### config.mk
export PLATFORM = sky130hd
export DESIGN_NAME = comp_seq_ctrl
export DESIGN_NICKNAME = d
export VERILOG_FILES = /design/src/rtl/comp_seq_pkg.sv /design/src/rtl/comp_cell.sv /design/src/rtl/comp_seq_ctrl.sv
export SDC_FILE = /design/constraint.sdc
export NUM_CORES = 1
export LEC_CHECK = 0
export ABC_AREA = 1
export CORE_MARGIN = 2
export CORE_UTILIZATION = 30
export CTS_CLUSTER_DIAMETER = 150
export DETAILED_ROUTE_END_ITERATION = 8
export GPL_TIMING_DRIVEN = 0
export SETUP_SLACK_MARGIN = 0.05
export SYNTH_ARGS = -nofsm -noshare
export SYNTH_HDL_FRONTEND = slang
export SYNTH_SLANG_ARGS = --single-unit
export TNS_END_PERCENT = 5
### constraint.sdc
create_clock -name clk -period 2.6 [get_ports clk]
set_input_delay 0.78 -clock clk [delete_from_list [all_inputs] [get_ports clk]]
set_output_delay 0.78 -clock clk [all_outputs]
set_load 0.03 [all_outputs]
### src/rtl/comp_seq_pkg.sv
// Shared types for the bit-serial magnitude comparator: FSM states and k/l result codes.
// No logic; no latency.
// No flow control; constants only.
package comp_seq_pkg;

    typedef enum logic {
        IDLE = 1'b0,
        RUN  = 1'b1
    } state_t;

    localparam logic [1:0] KL_EQ = 2'b00;
    localparam logic [1:0] KL_GT = 2'b10;
    localparam logic [1:0] KL_LT = 2'b01;

endpackage

### src/rtl/comp_cell.sv
// One-bit magnitude extender: passes a decided k/l through, otherwise decides on bits a/b.
// Latency: purely combinational.
// Backpressure: none.
module comp_cell
    import comp_seq_pkg::*;
(
    input  logic ki,
    input  logic li,
    input  logic a,
    input  logic b,
    output logic ko,
    output logic lo
);

    always_comb begin
        {ko, lo} = KL_EQ;
        if (ki | li) begin
            {ko, lo} = {ki, li};
        end else if (a & ~b) begin
            {ko, lo} = KL_GT;
        end else if (~a & b) begin
            {ko, lo} = KL_LT;
        end
    end

endmodule

### src/rtl/comp_seq_ctrl.sv
// Bit-serial X/Y magnitude comparator, MSB first, one comp_cell reused each cycle.
// Latency: WIDTH cycles from acceptance; with COMP_SEQ_EARLY_EXIT_EN, 1 + leading equal bits.
// Backpressure: start is taken only in IDLE; start while busy is ignored, not queued.
module comp_seq_ctrl
    import comp_seq_pkg::*;
#(
    parameter int WIDTH = 8
) (
    input  logic             clk,
    input  logic             reset,
    input  logic             start,
    input  logic [WIDTH-1:0] x,
    input  logic [WIDTH-1:0] y,
    output logic             busy,
    output logic             done,
    output logic             k,
    output logic             l
);

    localparam int IW = $clog2(WIDTH);

    state_t          state;
    state_t          state_nxt;
    logic [WIDTH-1:0] xr;
    logic [WIDTH-1:0] yr;
    logic [IW-1:0]   idx;
    logic            ka;
    logic            la;
    logic            ko;
    logic            lo;
    logic            accept;
    logic            last;

    comp_cell u_cell (
        .ki (ka),
        .li (la),
        .a  (xr[idx]),
        .b  (yr[idx]),
        .ko (ko),
        .lo (lo)
    );

    always_ff @(posedge clk) begin
        if (reset) begin
            state <= IDLE;
        end else begin
            state <= state_nxt;
        end
    end

    always_comb begin
        state_nxt = state;
        accept    = 1'b0;
        last      = 1'b0;
        case (state)
            IDLE: begin
                if (start) begin
                    accept    = 1'b1;
                    state_nxt = RUN;
                end
            end
            RUN: begin
                // Exit is decided at idx=0 before decrementing, so idx never wraps.
`ifdef COMP_SEQ_EARLY_EXIT_EN
                last = (idx == '0) | ko | lo;
`else
                last = (idx == '0);
`endif
                if (last) begin
                    state_nxt = IDLE;
                end
            end
            default: state_nxt = IDLE;
        endcase
    end

    always_ff @(posedge clk) begin
        if (reset) begin
            xr       <= '0;
            yr       <= '0;
            idx      <= '0;
            {ka, la} <= KL_EQ;
            {k, l}   <= KL_EQ;
            done     <= 1'b0;
        end else begin
            done <= 1'b0;
            if (accept) begin
                xr       <= x;
                yr       <= y;
                idx      <= IW'(WIDTH - 1);
                {ka, la} <= KL_EQ;
            end else if (state == RUN) begin
                {ka, la} <= {ko, lo};
                if (last) begin
                    {k, l} <= {ko, lo};
                    done   <= 1'b1;
                end else begin
                    idx <= idx - IW'(1);
                end
            end
        end
    end

    assign busy = (state == RUN);

endmodule

==> metrics.cfg, run 1 <==
[sta]
slew_headroom_pct=72.2
timing.fmax_mhz=472
timing.final.hold_violations=0
drv_slew=0
worst-slew-pin-transition_ns=0.417
rsz0062_at_grt=false
finalSetupViolations=0
period_needed_ns=2.12
fin_skew_ns=0.00586
tns_ns=0
hold_slack_ns=0.458
fin_crit_sh_pct=81.5

[synth]
synth-seq-area-share_pct=42.9
syn_area_sq_mm=0.00117
syn_nets=183
synth_cells=162
ys_types=19
synth_seq_cells=25
syn_avg_cell_area_sq_um=7.20
ys_warn_count=0

[placed_design]
placed_area_sq_mm=0.00145
hpwl_um=1890
portBuffers=22
gp_congestion=0.816

[setup_path]
crit_path_max_incr_delay_ns=0.69
cp-end-kind=output pin
start_kind=flop
critical_path.top_delay_family=buffers and inverters
cp.arrival_ns=1.34
cp.required_ns=1.82
cp_slowest_cell=clkdlybuf4s50_1
cp.buffers_inverters=1
crit_fanout=4
path_class=flop to output pin
r2r_setup_slack_ns=1.06
crit_chain=clkdlybuf4s50_1

[clock_network]
clk_pin_slew_ns=0.09
root_buffer=clkbuf_8
post_cts_buffers=0
clock-sinks=25
cts_tree=done
cts_htree_levels=1
insertion_delay_ns=0.26
cts_buffer_depth=2
postCtsResizedCells=0
holdBufCountCts=0
cts_made_buffers=3

[power]
total_power_w=0.000880
cellLeakagePower_nw=0.631
power_density_mw_per_mm2=590
vdd_drop_max_mv=0.187

[outcome]
status=finished, final reports clean

[finish]
final.fill_count=423
nNetsFinal=210
syn_to_final_growth_pct=27.9
diodes=0
fin_util_pct=40.4
stdcell_area_sq_mm=0.00149
drive_gt1_share_pct=8.51

[die]
rows=22
die_y_um=66.3
start_util_pct=31.6
die_area_sq_mm=0.00440
die_w_um=66.3
coreArea_sq_mm=0.00369
io_pins=23

[route]
drt_wl_total_um=2470
drt_iter0_drc=12
routed-via-count=1053
drc_errors=0
wl_per_cell_um=10.5
firstDrtPassIters=4
ant_nets=0
via_per_inst=4.46

[grt]
grt_usage_pct=12.7
antenna_found_initial=0
first_global_vias=1011
overflow=0
grt_max_degree=14
grt_pass1_wl_um=4350

[worst_hold_path]
hold_class=flop to flop

[run]
drv_cap=0

## final timing paths
kind	start	end	cells past startpoint
worst min register to register	yr[7]	yr[7]	2
worst max-delay path	busy	busy	1
worst max register to register	idx[1]	k	7
worst min-delay path	yr[7]	yr[7]	2
## per-layer routing
layer	wire length [um]	GRT usage [%]
met1	1250	16.4
met2	1120	21.0
met3	79	2.90
met4	20	3.83
met5	0	0
## cells by family (layout without fill, tap and decap cells)
kind of cell,after synthesis,in the layout,share of synthesized area (%)
and+or+nand+nor,56,56,22.5
buffers and inverters,34,60,12.6
DFF,25,25,42.9
AOI/OAI and AO/OA,45,45,19.9
adders and majority gates,2,2,2.15
## power by group
| group | internal, W | leakage (nW) | switching [W] |
|---|---|---|---|
| clock network | 0.000109 | 0.0228 | 0.000117 |
| registers | 0.000415 | 0.207 | 0.0000160 |
| logic | 0.0000953 | 0.401 | 0.000127 |
## state kept, by name, summed over array words and instances, names as in the netlist
register	count
ka	1
done	1
la	1
yr	8
k	1
xr	8
idx	3
busy	1
l	1
## placed cells by master (no fill, tap or decap)
master,n
nand2_1,27
inv_1,26
dfxtp_1,25
a21oi_1,24
clkdlybuf4s50_1,22
o21ai_0,19
nand3_1,12
nor2_1,6
nand2_2,5
clkbuf_1,4
nand3_2,3
clkbuf_8,3
buf_6,2
nand4_1,2
ha_1,2
inv_4,1
buf_2,1
buf_1,1
a21oi_2,1
o21a_1,1
nor3_1,1
## cell usage after synthesis (all sizes together)
| library cell | number | area (sq um) |
|---|---|---|
| inv | 27 | 104 |
| clkbuf | 3 | 11.3 |
| dfxtp | 25 | 500 |
| nand3 | 15 | 90.1 |
| nor2 | 6 | 22.5 |
| nand4 | 2 | 12.5 |
| ha | 2 | 25.0 |
| o21a | 1 | 7.51 |
| a21oi | 25 | 129 |
| nand2 | 32 | 133 |
| o21ai | 19 | 95.1 |
| buf | 4 | 31.3 |
| nor3 | 1 | 5.00 |
## stage by stage
step	setup WS [ns]	instances
after global routing	0.427	236
after detailed placement	0.460	232
final	0.481	236
after global placement	0.481	232
after CTS	0.463	236
after floorplan	1.18	162
## cell type report
class	count	area, sq um	share of cell area, %
Timing Repair Buffer	22	220	14.8
Tap cell	48	60.1	4.03
Multi-Input combinational cell	103	519	34.8
Clock buffer	4	45.0	3.02
Inverter	27	104	6.96
Buffer	7	42.5	2.85
Sequential cell	25	500	33.6
Note: power is estimated with default switching activity, not from simulation.
==> run 2, diff against run 1 <==
==> constraint.sdc (replaced) <==
create_clock -name clk -period 1.84 [get_ports clk]
set_input_delay 0.552 -clock clk [delete_from_list [all_inputs] [get_ports clk]]
set_output_delay 0.552 -clock clk [all_outputs]
set_load 0.03 [all_outputs]
==> metrics.cfg, run 2 (synthesis gave the netlist of run 1 again) <==
[route]
routed-via-count=1053
drt_wl_total_um=2470
ant_nets=0
wl_per_cell_um=10.5
firstDrtPassIters=4
drt_iter0_drc=10
via_per_inst=4.46
drc_errors=0

[clock_network]
cts_buffer_depth=2
root_buffer=clkbuf_8
clock-sinks=25
clk_pin_slew_ns=0.09
cts_htree_levels=1
insertion_delay_ns=0.26
cts_tree=done
post_cts_buffers=0
cts_made_buffers=3

[setup_path]
cp.required_ns=1.29
crit_path_max_incr_delay_ns=0.41
cp_slowest_cell=dlygate4sd2_1
cp.arrival_ns=1.06
cp-end-kind=output pin
cp.buffers_inverters=1
crit_fanout=4
crit_chain=dlygate4sd2_1
path_class=flop to output pin
start_kind=flop
critical_path.top_delay_family=buffers and inverters

[die]
coreArea_sq_mm=0.00369
start_util_pct=31.6
die_w_um=66.3
io_pins=23
rows=22
die_y_um=66.3
die_area_sq_mm=0.00440

[grt]
antenna_found_initial=0
first_global_vias=1011
grt_max_degree=14
grt_usage_pct=12.7
overflow=0
grt_pass1_wl_um=4350

[power]
total_power_w=0.00124
power_density_mw_per_mm2=829
cellLeakagePower_nw=0.686
vdd_drop_max_mv=0.265

[finish]
largest_registers=xr (8), yr (8), idx (3)
nNetsFinal=210
drive_gt1_share_pct=8.51
layout_common_cells=nand2_1 (27), inv_1 (26), dfxtp_1 (25)
multi_input_area_sq_um=519
seq_area_sq_um=500
syn_to_final_growth_pct=28.4
fin_util_pct=40.6
layout_commonest_cell=nand2_1
final.fill_count=419
diodes=0
stdcell_count=236

[placed_design]
hpwl_um=1890
place_ws_ns=-0.0719
placedCellCount=232
portBuffers=22
gp_congestion=0.816

[sta]
rsz0062_at_grt=false
slew_headroom_pct=72.2
timing.fmax_mhz=621
worst-slew-pin-transition_ns=0.417
finalSetupViolations=0
timing.final.hold_violations=0
fin_ws_ns=0.229
fin_skew_ns=0.00586
fin_crit_sh_pct=87.6
hold_slack_ns=0.458
period_needed_ns=1.61
drv_slew=0

[worst_hold_path]
hold_class=flop to flop

[outcome]
status=finished, final reports clean

[run]
drv_cap=0

==> run 2: cell count changes in the layout (fill, tap and decap cells not counted), sizes merged <==
cell,change
dlymetal6s2s,+3
dlygate4sd2,+1
clkdlybuf4s50,-4
==> run 2: power by group <==
part / internal, W / leakage [nW] / switching, W
registers: 0.000587 / 0.207 / 0.0000223
logic: 0.000133 / 0.457 / 0.000180
clock network: 0.000154 / 0.0228 / 0.000166
total: 0.000874 / 0.686 / 0.000368
==> run 2: timing repair <==
item / CTS / global route
resized for setup: 1 / 3
setup endpoints to repair: 4 / 3
cloned: 0 / 0
hold buffers: 0 / 0
pin swaps: 0 / 0
==> run 2: per-layer routing <==
| layer | vias up | GRT usage [%] | wire length, um |
|---|---|---|---|
| li1 | 573 | - | - |
| met1 | 466 | 16.4 | 1250 |
| met2 | 12 | 21.0 | 1130 |
| met3 | 2 | 2.90 | 79 |
| met4 | 0 | 3.83 | 20 |
| met5 | - | 0 | 0 |
==> run 2: worst paths after layout <==
kind	from	to	slack [ns]	depth (start not counted)
max	busy	busy	0.23	1
max reg2reg	idx[1]	k	0.30	7
min	yr[7]	yr[7]	0.46	2
min reg2reg	yr[7]	yr[7]	0.46	2
==> run 2: area by class of cell <==
type	count	area share [%]
plain buffers	7	2.84
clock buffers	4	3.01
inverters	27	6.93
multi-input cells	103	34.7
flip-flops and latches	25	33.4
well taps	48	4.01
repair buffers	22	15.1
==> run 2: worst min-delay path: stages (launching register included) <==
cell     delay, ns
dfxtp_1       0.30
inv_1         0.06
a21oi_1       0.05
==> run 2: per-stage QoR <==
step,cell area (sq um),setup TNS (ns)
2_1_floorplan,1170,0
3_3_place_gp,1450,-0.539
3_5_place_dp,1450,-0.713
4_1_cts,1490,0
5_1_grt,1500,0
6_report,1500,0
